## src/rtl/dmem_access_ctrl_if.sv

```systemverilog
// Bundles the core port, the debug/loader port and the data-memory bus of
// dmem_access_ctrl. The controller side uses the slave modport; requesters and
// the memory model sit on the master side.
interface dmem_access_ctrl_if;
    // Core load/store port
    logic        c_req;
    logic        c_we;
    logic [2:0]  c_func3;
    logic [31:0] c_addr;
    logic [31:0] c_wdata;
    logic        c_ack;
    logic [31:0] c_rdata;
    logic        c_err;
    // Debug/loader port
    logic        d_req;
    logic        d_we;
    logic [2:0]  d_func3;
    logic [31:0] d_addr;
    logic [31:0] d_wdata;
    logic        d_ack;
    logic [31:0] d_rdata;
    logic        d_err;
    // Word-wide data memory (async read, sync write)
    logic        mem_read;
    logic        mem_write;
    logic [2:0]  mem_func3;
    logic [31:0] mem_addr;
    logic [31:0] mem_wdata;
    logic [31:0] mem_rdata;

    // Handshake: a requester raises req with we/func3/addr/wdata and holds them
    // stable until it sees a one-cycle ack; rdata/err are valid only while ack=1.
    // A req still high in the cycle after ack is taken as a new request.
    modport slave (
        input  c_req, c_we, c_func3, c_addr, c_wdata,
        output c_ack, c_rdata, c_err,
        input  d_req, d_we, d_func3, d_addr, d_wdata,
        output d_ack, d_rdata, d_err,
        output mem_read, mem_write, mem_func3, mem_addr, mem_wdata,
        input  mem_rdata
    );

    modport master (
        output c_req, c_we, c_func3, c_addr, c_wdata,
        input  c_ack, c_rdata, c_err,
        output d_req, d_we, d_func3, d_addr, d_wdata,
        input  d_ack, d_rdata, d_err,
        input  mem_read, mem_write, mem_func3, mem_addr, mem_wdata,
        output mem_rdata
    );
endinterface

```

## src/rtl/dmem_access_ctrl.sv

```systemverilog
// Data-memory access controller: arbitrates core and debug ports, performs
// sub-word load extraction/extension and sub-word store read-modify-write,
// and rejects illegal or misaligned accesses without touching memory.
module dmem_access_ctrl #(
    parameter bit ROUND_ROBIN = 1'b1
) (
    input  logic                 clk,
    input  logic                 rst_n,
    dmem_access_ctrl_if.slave    bus,
    output logic [1:0]           o_dbg_state
);
    localparam logic [1:0] S_IDLE   = 2'd0;
    localparam logic [1:0] S_ACCESS = 2'd1;
    localparam logic [1:0] S_MERGE  = 2'd2;
    localparam logic [1:0] S_DONE   = 2'd3;

    logic [1:0]  r_state;
    logic        r_last_dbg;   // 1 = debug port won the last grant
    logic        r_port_dbg;   // port owning the transaction in flight
    logic        r_we;
    logic [2:0]  r_func3;
    logic [31:0] r_addr;
    logic [31:0] r_wdata;
    logic [31:0] r_buf;
    logic [31:0] r_rdata;
    logic        r_err;

    logic        w_any_req;
    logic        w_grant_dbg;
    logic        w_sel_we;
    logic [2:0]  w_sel_func3;
    logic [31:0] w_sel_addr;
    logic [31:0] w_sel_wdata;
    logic        w_illegal;
    logic        w_misalign;
    logic [4:0]  w_shift;
    logic [31:0] w_lane;
    logic [31:0] w_load_ext;
    logic [31:0] w_mask;
    logic [31:0] w_merged;
    logic        w_is_sw;
    logic        w_done;

    // Arbitration and legality check of the request presented in IDLE
    always_comb begin
        w_any_req = bus.c_req | bus.d_req;
        if (bus.c_req && bus.d_req) begin
            w_grant_dbg = ROUND_ROBIN ? ~r_last_dbg : 1'b0;
        end else begin
            w_grant_dbg = bus.d_req;
        end
        w_sel_we    = w_grant_dbg ? bus.d_we    : bus.c_we;
        w_sel_func3 = w_grant_dbg ? bus.d_func3 : bus.c_func3;
        w_sel_addr  = w_grant_dbg ? bus.d_addr  : bus.c_addr;
        w_sel_wdata = w_grant_dbg ? bus.d_wdata : bus.c_wdata;
        if (w_sel_we) begin
            w_illegal = (w_sel_func3 > 3'd2);
        end else begin
            w_illegal = (w_sel_func3 == 3'd3) || (w_sel_func3 == 3'd6) ||
                        (w_sel_func3 == 3'd7);
        end
        w_misalign = ((w_sel_func3[1:0] == 2'b01) && w_sel_addr[0]) ||
                     ((w_sel_func3[1:0] == 2'b10) && (w_sel_addr[1:0] != 2'b00));
    end

    // Little-endian lane extraction, extension and store-lane merge
    always_comb begin
        w_shift = {r_addr[1:0], 3'b000};
        w_lane  = bus.mem_rdata >> w_shift;
        case (r_func3)
            3'b000:  w_load_ext = {{24{w_lane[7]}},  w_lane[7:0]};
            3'b001:  w_load_ext = {{16{w_lane[15]}}, w_lane[15:0]};
            3'b100:  w_load_ext = {24'h0, w_lane[7:0]};
            3'b101:  w_load_ext = {16'h0, w_lane[15:0]};
            default: w_load_ext = w_lane;   // word loads are aligned, shift is 0
        endcase
        w_mask   = (r_func3[0] ? 32'h0000_FFFF : 32'h0000_00FF) << w_shift;
        w_merged = (r_buf & ~w_mask) | ((r_wdata << w_shift) & w_mask);
        w_is_sw  = r_we && (r_func3[1:0] == 2'b10);
    end

    // Sequencer: IDLE -> ACCESS [-> MERGE] -> DONE, or IDLE -> DONE on error
    always_ff @(posedge clk) begin
        if (!rst_n) begin
            r_state    <= S_IDLE;
            r_last_dbg <= 1'b1;
            r_port_dbg <= 1'b0;
            r_we       <= 1'b0;
            r_func3    <= 3'b000;
            r_addr     <= 32'h0;
            r_wdata    <= 32'h0;
            r_buf      <= 32'h0;
            r_rdata    <= 32'h0;
            r_err      <= 1'b0;
        end else begin
            case (r_state)
                S_IDLE: begin
                    if (w_any_req) begin
                        r_port_dbg <= w_grant_dbg;
                        r_last_dbg <= w_grant_dbg;
                        r_we       <= w_sel_we;
                        r_func3    <= w_sel_func3;
                        r_addr     <= w_sel_addr;
                        r_wdata    <= w_sel_wdata;
                        r_rdata    <= 32'h0;
                        r_err      <= w_illegal | w_misalign;
                        r_state    <= (w_illegal | w_misalign) ? S_DONE : S_ACCESS;
                    end
                end
                S_ACCESS: begin
                    if (!r_we) begin
                        r_rdata <= w_load_ext;
                        r_state <= S_DONE;
                    end else if (w_is_sw) begin
                        r_state <= S_DONE;
                    end else begin
                        r_buf   <= bus.mem_rdata;
                        r_state <= S_MERGE;
                    end
                end
                S_MERGE: r_state <= S_DONE;
                default: r_state <= S_IDLE;
            endcase
        end
    end

    // Port responses and memory strobes; strobes are held off while reset is
    // asserted so an aborted MERGE never commits its write.
    always_comb begin
        w_done        = (r_state == S_DONE);
        bus.c_ack     = w_done & ~r_port_dbg;
        bus.d_ack     = w_done &  r_port_dbg;
        bus.c_rdata   = bus.c_ack ? r_rdata : 32'h0;
        bus.d_rdata   = bus.d_ack ? r_rdata : 32'h0;
        bus.c_err     = bus.c_ack & r_err;
        bus.d_err     = bus.d_ack & r_err;
        bus.mem_read  = rst_n && (r_state == S_ACCESS) && !w_is_sw;
        bus.mem_write = rst_n && (((r_state == S_ACCESS) && w_is_sw) ||
                                  (r_state == S_MERGE));
        bus.mem_func3 = 3'b010;
        bus.mem_addr  = {r_addr[31:2], 2'b00};
        if (r_state == S_MERGE) begin
            bus.mem_wdata = w_merged;
        end else if ((r_state == S_ACCESS) && w_is_sw) begin
            bus.mem_wdata = r_wdata;
        end else begin
            bus.mem_wdata = 32'h0;
        end
        o_dbg_state = r_state;
    end
endmodule
```

## src/flat_wrapper.sv

```systemverilog
// flat-port wrapper written by rule: the top's interface ports become plain ports
module dmem_access_ctrl_flat 
#(
    parameter bit ROUND_ROBIN = 1'b1
)
  (clk, rst_n, o_dbg_state, bus_c_req, bus_c_we, bus_c_func3, bus_c_addr, bus_c_wdata, bus_c_ack, bus_c_rdata, bus_c_err, bus_d_req, bus_d_we, bus_d_func3, bus_d_addr, bus_d_wdata, bus_d_ack, bus_d_rdata, bus_d_err, bus_mem_read, bus_mem_write, bus_mem_func3, bus_mem_addr, bus_mem_wdata, bus_mem_rdata);
  dmem_access_ctrl_if bus_i ();
  input  logic clk;
  input  logic rst_n;
  output logic [1:0] o_dbg_state;
  input wire logic [$bits(bus_i.c_req)-1:0] bus_c_req;
  input wire logic [$bits(bus_i.c_we)-1:0] bus_c_we;
  input wire logic [$bits(bus_i.c_func3)-1:0] bus_c_func3;
  input wire logic [$bits(bus_i.c_addr)-1:0] bus_c_addr;
  input wire logic [$bits(bus_i.c_wdata)-1:0] bus_c_wdata;
  output wire logic [$bits(bus_i.c_ack)-1:0] bus_c_ack;
  output wire logic [$bits(bus_i.c_rdata)-1:0] bus_c_rdata;
  output wire logic [$bits(bus_i.c_err)-1:0] bus_c_err;
  input wire logic [$bits(bus_i.d_req)-1:0] bus_d_req;
  input wire logic [$bits(bus_i.d_we)-1:0] bus_d_we;
  input wire logic [$bits(bus_i.d_func3)-1:0] bus_d_func3;
  input wire logic [$bits(bus_i.d_addr)-1:0] bus_d_addr;
  input wire logic [$bits(bus_i.d_wdata)-1:0] bus_d_wdata;
  output wire logic [$bits(bus_i.d_ack)-1:0] bus_d_ack;
  output wire logic [$bits(bus_i.d_rdata)-1:0] bus_d_rdata;
  output wire logic [$bits(bus_i.d_err)-1:0] bus_d_err;
  output wire logic [$bits(bus_i.mem_read)-1:0] bus_mem_read;
  output wire logic [$bits(bus_i.mem_write)-1:0] bus_mem_write;
  output wire logic [$bits(bus_i.mem_func3)-1:0] bus_mem_func3;
  output wire logic [$bits(bus_i.mem_addr)-1:0] bus_mem_addr;
  output wire logic [$bits(bus_i.mem_wdata)-1:0] bus_mem_wdata;
  input wire logic [$bits(bus_i.mem_rdata)-1:0] bus_mem_rdata;
  assign bus_i.c_req = bus_c_req;
  assign bus_i.c_we = bus_c_we;
  assign bus_i.c_func3 = bus_c_func3;
  assign bus_i.c_addr = bus_c_addr;
  assign bus_i.c_wdata = bus_c_wdata;
  assign bus_c_ack = bus_i.c_ack;
  assign bus_c_rdata = bus_i.c_rdata;
  assign bus_c_err = bus_i.c_err;
  assign bus_i.d_req = bus_d_req;
  assign bus_i.d_we = bus_d_we;
  assign bus_i.d_func3 = bus_d_func3;
  assign bus_i.d_addr = bus_d_addr;
  assign bus_i.d_wdata = bus_d_wdata;
  assign bus_d_ack = bus_i.d_ack;
  assign bus_d_rdata = bus_i.d_rdata;
  assign bus_d_err = bus_i.d_err;
  assign bus_mem_read = bus_i.mem_read;
  assign bus_mem_write = bus_i.mem_write;
  assign bus_mem_func3 = bus_i.mem_func3;
  assign bus_mem_addr = bus_i.mem_addr;
  assign bus_mem_wdata = bus_i.mem_wdata;
  assign bus_i.mem_rdata = bus_mem_rdata;
  dmem_access_ctrl #(.ROUND_ROBIN(ROUND_ROBIN)) u_core (.clk(clk), .rst_n(rst_n), .bus(bus_i), .o_dbg_state(o_dbg_state));
endmodule
```

## config.mk

```make
export PLATFORM = sky130hd
export DESIGN_NAME = dmem_access_ctrl_flat
export DESIGN_NICKNAME = d
export VERILOG_FILES = /design/src/rtl/dmem_access_ctrl_if.sv /design/src/rtl/dmem_access_ctrl.sv /design/src/flat_wrapper.sv
export SDC_FILE = /design/constraint.sdc
export NUM_CORES = 1
export LEC_CHECK = 0
export CAP_MARGIN = 30
export CORE_MARGIN = 3
export CORE_UTILIZATION = 30
export DETAILED_ROUTE_END_ITERATION = 7
export SLEW_MARGIN = 20
export SYNTH_ARGS = -nofsm -noshare
export SYNTH_HDL_FRONTEND = slang
export SYNTH_SLANG_ARGS = --single-unit
```

## constraint.sdc

```tcl
create_clock -name clk -period 2.8 [get_ports clk]
set_clock_uncertainty 0.2 [all_clocks]
set_input_delay 0.42 -clock clk [delete_from_list [all_inputs] [get_ports clk]]
set_output_delay 0.42 -clock clk [all_outputs]
set_load 0.05 [all_outputs]
```

==> results_dict.tcl, run 1 <==
set metrics [dict create \
    synth_enable_flop_cells 0 \
    initial_utilization_pct 31.00 \
    core_region_area_um2 24680 \
    yosysWarnings 0 \
    power-per-cell-area_nw_per_um2 803.8 \
    final_cell_area_um2 12490 \
    globalplace.congestion 0.8263 \
    sequentialPowerShare_pct 29.4 \
    clkSlewWorstSetupHoldPaths_ns 0.06 \
    place_ws_ns 0.2026 \
    worst_pin_slew_ns 0.6281 \
    die_y_um 165.7 \
    dr_total_vias 7498 \
    synth.mux.area_fraction_pct 12.43 \
    multiInputGateArea_um2 4342 \
    synth_compound_area_share_pct 22.67 \
    groute.usage.overall_pct 19.87 \
    r2r_cells 6 \
    totalNegativeSetupSlack_ns 0 \
    timing.critical_path.from_type "flop" \
    wl_per_cell_um 19.34 \
    dp.final_hpwl_um 22180 \
    nNetsFinal 1316 \
    gr-total-overflow 0 \
    total_leakage_power_uw 0.004715 \
    worst_rel_slew_slack_pct 58.12 \
    run_status "completed" \
    postSynth.topFlopCell "sky130_fd_sc_hd__dfxtp_1" \
    power.ir.vdd_worst_mv 0.5227 \
    power_frac_comb_pct 47.1 \
    grt_pass1_vias 7302 \
    filler_cell_count 2358 \
    postSynthAreaPerCell_um2 8.508 \
    internal_power_uw 5743 \
    grt_first_pass_wirelength_um 43260 \
    synth-adder-area-share_pct 0.8179 \
    cts_tree "done" \
    maxCapViolations 0 \
    clock-sinks 137 \
    worstSetupEndpointType "output port" \
    clockPowerShare_pct 23.5 \
    drt.antenna.violating_nets 0 \
    clockRootBuffer "sky130_fd_sc_hd__clkbuf_16" \
    rsz0062_at_grt "yes" \
    die_x_um 165.7 \
    detailedRoute.firstIterationViolations 459 \
    worst_skew_pair.late_latency_ns 0.42 \
    clock_tree.htree_level_count 4 \
    period_minus_slack_ns 2.676 \
    timing.critical_path.arrival_ns 2.06 \
    place.port_buffers 305 \
    drcViolationCount 0 \
    postRouteWirelength_um 28540 \
    async_reset_ff_share_pct 0 \
    maximum_number_of_pins_on_one_net_before_global_route_repair 104 \
    fp-row-count 57 \
    fmaxAchievable_ghz 0.3737 \
    part_of_the_yosys_area_used_for_sequential_elements_pct 35.86 \
    timing_hold_violations_final 0 \
    io-pin-count 311 \
    dpl.cell_count 1442 \
    synth_simple_gate_area_share_pct 19.06 \
    critical_path_peak_fanout 13 \
    number_of_buffers_on_the_longest_clock_path 2 \
    drt-pass1-iter-count 5 \
    antenna_found_initial 0 \
    dominant_combinational_cell_family_by_area_after_synthesis "compound AO/OA/AOI/OAI gates" \
    instances_no_fill 1476 \
    hp-class "flop to flop" \
    synthXorXnorAreaFrac_pct 0.1145 \
    met2_usage_pct 32.38 \
    floorplan_die_area_um2 27450 \
    regArea_um2 2748 \
    post-route-period-util_pct 95.58 \
    p_sw_share_pct 42.81 \
    synth.lib_cells_used.distinct 59 \
    cts_made_buffers 17 \
    final_layout_size_suffix_gt1_share_pct 17.71 \
    hold_depth 2 \
    post_synthesis_instance_area_um2 7649 \
    synth-seq-cells 137 \
    postSynthCellCount 899 \
    busiest_layer_in_global_routing "met2" \
    flow.area_growth_from_synthesis_pct 63.36 \
    timing.final.ws_setup_ns 0.1238 \
    post_dp_cell_area_um2 11800 \
    setup_viol 0 \
    n_antenna_cell 0 \
    grt.met3_usage_pct 6.053 \
    timing_max_transition_violations_final 0 \
    detail_route.vias_per_cell 5.080 \
    gr-usage-met1_pct 25.59 \
    holdWs_ns 0.2638 \
    path_class "flop to output port" \
    critical_path_required_ns 2.18 \
    p_switching_uw 4300 \
]
-- layout make-up --
type,count,share of cell area (%)
Timing Repair Buffer,332,35.00
Multi-Input combinational cell,648,34.75
Sequential cell,137,21.99
Clock buffer,17,3.405
Tap cell,324,3.245
Clock inverter,15,1.502
Inverter,3,0.1102
-- through the flow --
stage / power, µW / util (%)
after floorplan: 6196 / -
after global placement: 7650 / 47.81
after detailed placement: 7677 / 47.81
after CTS: 10070 / 50.40
after global routing: 10610 / 50.63
final: 10040 / 50.63
-- power groups by stage --
| stage | Combinational, µW | Clock, µW | Sequential, µW |
|---|---|---|---|
| after floorplan | 3400 | 0 | 2800 |
| after global placement | 4680 | 0 | 2970 |
| after detailed placement | 4700 | 0 | 2980 |
| after CTS | 4730 | 2390 | 2950 |
| after global routing | 5110 | 2470 | 3030 |
| final | 4730 | 2360 | 2960 |
-- layer usage --
metal / part of all wire, % / wire (µm)
met1: 44 / 12570
met2: 46 / 13170
met3: 7.8 / 2218
met4: 2.0 / 584
met5: 0 / 0
-- critical path, stage by stage (launching register included) --
cell	delay (ns)
sky130_fd_sc_hd__dfxtp_2	0.38
sky130_fd_sc_hd__inv_1	0.08
sky130_fd_sc_hd__ha_1	0.21
sky130_fd_sc_hd__nand2_2	0.15
sky130_fd_sc_hd__nor3_4	0.06
sky130_fd_sc_hd__buf_12	0.15
sky130_fd_sc_hd__a21o_4	0.21
sky130_fd_sc_hd__a22o_1	0.22
sky130_fd_sc_hd__buf_12	0.16
-- cells in the mapped netlist (8+ instances only) --
master | number | area, µm²
sky130_fd_sc_hd__buf_4 | 44 | 330.3
sky130_fd_sc_hd__and3_1 | 34 | 212.7
sky130_fd_sc_hd__mux2_2 | 8 | 90.09
sky130_fd_sc_hd__a21oi_1 | 45 | 225.2
sky130_fd_sc_hd__and2_1 | 35 | 219.0
sky130_fd_sc_hd__o221ai_1 | 8 | 70.07
sky130_fd_sc_hd__mux2i_1 | 86 | 860.8
sky130_fd_sc_hd__a211oi_1 | 68 | 510.5
sky130_fd_sc_hd__clkbuf_1 | 43 | 161.4
sky130_fd_sc_hd__o21ai_0 | 25 | 125.1
sky130_fd_sc_hd__nor2b_1 | 13 | 81.33
sky130_fd_sc_hd__nor2_1 | 91 | 341.6
sky130_fd_sc_hd__o2bb2ai_1 | 8 | 70.07
sky130_fd_sc_hd__buf_2 | 13 | 65.06
sky130_fd_sc_hd__a22o_1 | 24 | 210.2
sky130_fd_sc_hd__nand2_1 | 118 | 442.9
sky130_fd_sc_hd__dfxtp_1 | 137 | 2743
sky130_fd_sc_hd__a311oi_1 | 8 | 70.07
sky130_fd_sc_hd__a221o_1 | 16 | 160.2
-- worst paths after layout --
| kind | startpoint | end | slack [ns] |
|---|---|---|---|
| max reg2reg | u_core.o_dbg_state[0]$_SDFFE_PN0P_ | u_core.r_rdata[21]$_SDFFE_PN0P_ | 0.36 |
| min reg2reg | u_core.r_buf[21]$_SDFFE_PN0P_ | u_core.r_buf[21]$_SDFFE_PN0P_ | 0.26 |
| min | u_core.r_buf[21]$_SDFFE_PN0P_ | u_core.r_buf[21]$_SDFFE_PN0P_ | 0.26 |
| max | u_core.o_dbg_state[1]$_SDFFE_PN0P_ | bus_mem_wdata[0] | 0.12 |
-- sequential cells by signal (all words and copies together) (netlist names) --
register and cells:
u_core.r_addr 32, u_core.r_buf 32, u_core.r_rdata 32, u_core.r_wdata 32, u_core.r_func3 3, u_core.o_dbg_state 2
u_core.r_err 1, u_core.r_last_dbg 1, u_core.r_port_dbg 1, u_core.r_we 1
-- kinds of logic after synthesis --
logic type / after synthesis
compound gates: 235
buf+inv: 117
flops: 137
mux: 94
fa+ha+maj: 5
other cells: 2
xor+xnor: 1
simple gates: 308
-- placed cells by master, fill, tap and decap left out, drive strengths merged, types with 7 or more instances in the layout --
| cell | n |
|---|---|
| a211o | 7 |
| a211oi | 68 |
| a21oi | 45 |
| a221o | 16 |
| a22o | 24 |
| a311oi | 8 |
| a32oi | 7 |
| and2 | 35 |
| and3 | 34 |
| buf | 128 |
| clkbuf | 18 |
| clkdlybuf4s50 | 203 |
| dfxtp | 137 |
| inv | 8 |
| mux2 | 8 |
| mux2i | 86 |
| nand2 | 118 |
| nor2 | 92 |
| nor2b | 13 |
| o21ai | 27 |
| o221ai | 8 |
| o2bb2ai | 8 |
-- what timing repair did --
item                                    4_1_cts  5_1_grt
endpoints found under the setup margin       24       16
buffers inserted                              0        1
hold buffers                                  0        0
cloned                                        0        1
gates resized for setup                       6        8
(Power assumes the default switching activity.)
==> run 2: changes to the inputs <==
- CELL_PAD_IN_SITES_DETAIL_PLACEMENT: default -> 1
- CELL_PAD_IN_SITES_GLOBAL_PLACEMENT: default -> 2
- CORE_UTILIZATION: 30 -> 24
- PLACE_DENSITY_LB_ADDON: default -> 0.1
==> run 2 against run 1 <==
  * Non-clock buffer count increased by 13
  * Cell count increased by 5.8%
  * Sequential power decreased by 2%
  * First-iteration DRC count decreased by 33%
  * Clock power fell by 6%
==> results_dict.tcl, run 2 (same netlist as run 1, synthesis figures left out) <==
set metrics [dict create \
    run_status "completed" \
    worst_rel_slew_slack_pct 51.88 \
    dr_total_vias 7396 \
    total_leakage_power_uw 0.004776 \
    drt.antenna.violating_nets 0 \
    postRouteWirelength_um 31340 \
    clkSlewWorstSetupHoldPaths_ns 0.06 \
    hp-class "flop to flop" \
    final_cell_mix "sky130_fd_sc_hd__clkdlybuf4s50_1, sky130_fd_sc_hd__dfxtp_1, sky130_fd_sc_hd__nand2_1" \
    die_x_um 184.5 \
    flow.area_growth_from_synthesis_pct 65.60 \
    timing.critical_path.from_type "flop" \
    gr-total-overflow 0 \
    detailedRoute.firstIterationViolations 306 \
    critical_path_required_ns 2.18 \
    worst_pin_slew_ns 0.7218 \
    power_uw 10020 \
    cts_tree "done" \
    period_minus_slack_ns 2.715 \
    detail_route.vias_per_cell 4.738 \
    nNetsFinal 1329 \
    maxCapViolations 0 \
    worst_skew_pair.late_latency_ns 0.41 \
    power-per-cell-area_nw_per_um2 791.0 \
    n_antenna_cell 0 \
    cts_made_buffers 17 \
    layout_commonest_cell "sky130_fd_sc_hd__clkdlybuf4s50_1" \
    floorplan_die_area_um2 34050 \
    clock-sinks 137 \
    hold_buffers 0 \
    die_y_um 184.5 \
    clock_tree.htree_level_count 4 \
    dpl.cell_count 1524 \
    drt-pass1-iter-count 4 \
    grt_first_pass_wirelength_um 46300 \
    groute.usage.overall_pct 17.63 \
    dp.final_hpwl_um 24470 \
    grt_pass1_vias 7640 \
    final_cell_area_um2 12670 \
    grt.met3_usage_pct 5.329 \
    place_ws_ns 0.1226 \
    wl_per_cell_um 20.07 \
    place.port_buffers 305 \
    timing.final.ws_setup_ns 0.08465 \
    io-pin-count 311 \
    fmaxAchievable_ghz 0.3683 \
    worstSetupEndpointType "output port" \
    post-route-period-util_pct 96.98 \
    antenna_found_initial 0 \
    met2_usage_pct 28.89 \
    number_of_buffers_on_the_longest_clock_path 2 \
    power.ir.vdd_worst_mv 0.3778 \
    timing_max_transition_violations_final 0 \
    setup_viol 0 \
    path_class "flop to output port" \
    busiest_layer_in_global_routing "met2" \
    totalNegativeSetupSlack_ns 0 \
    globalplace.congestion 0.7693 \
    initial_utilization_pct 24.68 \
    gr-usage-met1_pct 22.92 \
    post_dp_cell_area_um2 11960 \
    core_region_area_um2 30990 \
    fp-row-count 64 \
    timing_hold_violations_final 0 \
    critical_path_peak_fanout 12 \
    instances_no_fill 1561 \
    drcViolationCount 0 \
    clockRootBuffer "sky130_fd_sc_hd__clkbuf_16" \
    maximum_number_of_pins_on_one_net_before_global_route_repair 106 \
    timing.critical_path.arrival_ns 2.10 \
    final_layout_size_suffix_gt1_share_pct 18.37 \
]
-- run 2: metal layers --
layer	vias up	part of all wire, %
li1	3713	-
met1	3438	45
met2	229	46
met3	16	7.2
met4	0	1.1
met5	-	0
-- run 2: stage by stage --
stage	hold WS [ns]	utilization, %
final	0.2688	40.87
after global routing	0.2945	40.87
after CTS	0.2738	40.47
after detailed placement	0.2615	38.61
after global placement	0.2477	38.58
after floorplan	0.2366	-
-- run 2: critical path: stages (launching register included) --
cell	delay [ns]
sky130_fd_sc_hd__dfxtp_4	0.37
sky130_fd_sc_hd__inv_1	0.11
sky130_fd_sc_hd__ha_4	0.16
sky130_fd_sc_hd__nand2_4	0.07
sky130_fd_sc_hd__nor3_4	0.31
sky130_fd_sc_hd__buf_6	0.16
sky130_fd_sc_hd__clkbuf_16	0.16
sky130_fd_sc_hd__nand2_1	0.10
sky130_fd_sc_hd__o21ai_4	0.08
sky130_fd_sc_hd__buf_12	0.16
-- run 2: final timing paths --
| path | from | cells after the start | slack [ns] | to |
|---|---|---|---|---|
| max | u_core.o_dbg_state[1]$_SDFFE_PN0P_ | 9 | 0.08 | bus_mem_wdata[23] |
| min | u_core.r_buf[15]$_SDFFE_PN0P_ | 2 | 0.27 | u_core.r_buf[15]$_SDFFE_PN0P_ |
| max reg2reg | u_core.r_addr[0]$_SDFFE_PN0P_ | 6 | 0.38 | u_core.r_rdata[13]$_SDFFE_PN0P_ |
| min reg2reg | u_core.r_buf[15]$_SDFFE_PN0P_ | 2 | 0.27 | u_core.r_buf[15]$_SDFFE_PN0P_ |
-- run 2: power breakdown --
part	internal, µW	switching, µW	leakage, µW	total, µW
Clock	1200	1010	0.000276	2210
Combinational	1920	2980	0.00337	4900
Sequential	2470	444	0.00112	2910
Total	5580	4440	0.00478	10000
-- run 2: cell type report --
cell class | count | area (µm²)
clock buffer | 18 | 439.2
clock inverter | 14 | 126.4
fill | 3467 | 18320
inverter | 3 | 13.76
multi-input combinational | 648 | 4340
sequential | 137 | 2751
tap | 396 | 495.5
timing repair buffer | 345 | 4499
-- run 2: what timing repair did --
action,4_1_cts,5_1_grt
cloned,0,2
buffers inserted,0,3
setup endpoints to repair,14,19
resized for setup,3,13
pin swaps,0,2
hold endpoints to repair,0,0
==> run 3: changes to the inputs <==
- CORE_UTILIZATION: 24 -> 30
- DONT_BUFFER_PORTS: default -> 1
==> run 3 against run 2 <==
  * Die area shrank 19%
  * Via count decreased by 3.2%
  * Flip-flop and latch count unchanged
  * Count of clock-buffer cells in the layout did not move
  * Combinational power down 25%
  * Maximum frequency rose by 0.37%
  * Sequential power up 22%
  * Final area shrank 15%
  * Critical endpoint is now bus_mem_wdata[7]
==> results_dict.tcl, run 3 (same netlist as run 1, synthesis figures left out) <==
set metrics [dict create \
    reg2reg_to "u_core.r_rdata[22]$_SDFFE_PN0P_" \
    gr-total-overflow 0 \
    postRouteWirelength_um 30560 \
    timing.critical_path.max_delay_family "buffers and inverters" \
    grt_pass1_vias 7457 \
    path_class "flop to output port" \
    timing_hold_violations_final 0 \
    flow.area_growth_from_synthesis_pct 41.03 \
    hp-class "input pin to flop" \
    post-route-period-util_pct 96.62 \
    critical_path_peak_fanout 22 \
    die_y_um 165.7 \
    groute.usage.overall_pct 21.32 \
    clock-sinks 137 \
    run_status "completed" \
    utilization_pct 43.71 \
    holdWs_ns 0.02227 \
    detail_route.vias_per_cell 5.470 \
    filler_cell_count 2770 \
    busiest_layer_in_global_routing "met2" \
    hold_end "u_core.r_addr[8]$_SDFFE_PN0P_" \
    power_uw 9652 \
    drt.antenna.violating_nets 0 \
    io-pin-count 311 \
    floorplan_die_area_um2 27450 \
    power-per-cell-area_nw_per_um2 894.8 \
    worst_rel_slew_slack_pct 53.33 \
    maximum_cell_stage_delay_along_the_critical_path_ns 0.35 \
    worst_r2r_startpoint "u_core.o_dbg_state[0]$_SDFFE_PN0P_" \
    grt_first_pass_wirelength_um 46080 \
    r2r_cells 6 \
    detailedRoute.firstIterationViolations 392 \
    worst_pin_slew_ns 0.7000 \
    cts_tree "done" \
    multiInputGateArea_um2 4333 \
    maxCapViolations 0 \
    hold_path_origin "bus_c_addr[8]" \
    drcViolationCount 0 \
    power.ir.vdd_worst_mv 0.6128 \
    grt.met3_usage_pct 5.887 \
    regArea_um2 2748 \
    antenna_found_initial 1 \
    buffers_and_inverters_on_the_worst_path 4 \
    crit_path_cell_trace "inv_1, ha_1, buf_6, buf_8, a21o_4, a22o_1, buf_12" \
    clockRootBuffer "sky130_fd_sc_hd__clkbuf_16" \
    timing.critical_path.from_type "flop" \
    critical_path_required_ns 2.18 \
    fp-row-count 57 \
    totalNegativeSetupSlack_ns 0 \
    initial_utilization_pct 31.00 \
    rsz0062_at_grt "no" \
    hold_depth 2 \
    clock_tree.htree_level_count 4 \
    maximum_number_of_pins_on_one_net_before_global_route_repair 103 \
    number_of_buffers_on_the_longest_clock_path 2 \
    worstSetupEndpointType "output port" \
    dp.final_hpwl_um 22900 \
    wl_per_cell_um 23.35 \
    gr-usage-met1_pct 26.64 \
    setup_viol 0 \
    total_leakage_power_uw 0.004082 \
    clkSlewWorstSetupHoldPaths_ns 0.07 \
    period_minus_slack_ns 2.705 \
    fmaxAchievable_ghz 0.3696 \
    globalplace.congestion 0.8431 \
    dr_total_vias 7160 \
    place.port_buffers 0 \
    worst_skew_pair.late_latency_ns 0.43 \
    final_cell_area_um2 10790 \
    final_layout_size_suffix_gt1_share_pct 20.02 \
    post_dp_cell_area_um2 9694 \
    met2_usage_pct 36.07 \
    regToRegSetupSlack_ns 0.27 \
    drt-pass1-iter-count 5 \
    core_region_area_um2 24680 \
    cts_made_buffers 17 \
    timing.critical_path.arrival_ns 2.09 \
    final_cell_mix "sky130_fd_sc_hd__dfxtp_1, sky130_fd_sc_hd__nand2_1, sky130_fd_sc_hd__buf_12" \
    layout_commonest_cell "sky130_fd_sc_hd__dfxtp_1" \
    timing_max_transition_violations_final 0 \
    die_x_um 165.7 \
    nNetsFinal 1149 \
    worst_path_max_delay_cell "sky130_fd_sc_hd__dfxtp_2" \
]
-- run 3: changes by cell type in the layout (fill, tap and decap cells not counted), sizes merged, moves of 4 or more --
cell | previous run | this run
dlygate4sd3 | 0 | 36
buf | 140 | 128
clkdlybuf4s50 | 203 | 0
bufinv | 0 | 4
clkinv | 2 | 6
inv | 13 | 5
-- run 3: layout make-up --
type                            instances  share of cell area [%]
Multi-Input combinational cell        648                   40.17
Sequential cell                       137                   25.47
Timing Repair Buffer                  165                   24.67
Clock buffer                           18                   3.979
Tap cell                              324                   3.758
Clock inverter                         13                   1.798
Inverter                                3                  0.1276
Antenna cell                            1                 0.02320
-- run 3: worst max path at each step --
| stage | from | endpoint | cells past startpoint |
|---|---|---|---|
| 2_1_floorplan | u_core.o_dbg_state[1]$_SDFFE_PN0P_ | bus_mem_wdata[21] | 5 |
| 3_3_place_gp | u_core.o_dbg_state[0]$_SDFFE_PN0P_ | bus_mem_wdata[5] | 6 |
| 3_5_place_dp | u_core.o_dbg_state[0]$_SDFFE_PN0P_ | bus_mem_wdata[1] | 6 |
| 4_1_cts | u_core.o_dbg_state[1]$_SDFFE_PN0P_ | bus_mem_wdata[10] | 7 |
| 5_1_grt | u_core.o_dbg_state[1]$_SDFFE_PN0P_ | bus_mem_wdata[21] | 9 |
| 6_report | u_core.o_dbg_state[0]$_SDFFE_PN0P_ | bus_mem_wdata[7] | 7 |
-- run 3: where the power goes --
| part | total (µW) | leakage (µW) | switching [µW] | internal, µW |
|---|---|---|---|---|
| registers | 3540 | 0.00112 | 1070 | 2460 |
| clock network | 2420 | 0.000301 | 927 | 1500 |
| logic | 3690 | 0.00266 | 2280 | 1410 |
-- run 3: timing repair --
action,4_1_cts,5_1_grt
buffers inserted,0,1
pin swaps,0,2
resized for setup,2,13
endpoints found under the setup margin,18,42
endpoints found under the hold margin,44,0
hold buffers,36,0
cloned,0,1
-- run 3: metal layers --
layer,wire (µm),share of wire [%]
met1,12920,42
met2,14800,48
met3,2311,7.6
met5,0,0
met4,531,1.7
-- run 3: worst register-to-register path, cell delays in order (launching register included) --
cell	delay, ns
sky130_fd_sc_hd__dfxtp_2	0.33
sky130_fd_sc_hd__inv_1	0.08
sky130_fd_sc_hd__ha_1	0.40
sky130_fd_sc_hd__or3b_4	0.46
sky130_fd_sc_hd__o211ai_4	0.09
sky130_fd_sc_hd__and2_1	0.61
sky130_fd_sc_hd__a221o_1	0.30
-- run 3: metrics by stage --
step	cells	worst slack [ns]
after floorplan	902	-0.2380
after global placement	1239	0.3476
after detailed placement	1239	0.2724
after CTS	1306	-0.02563
after global routing	1309	0.006628
final	1309	0.09472
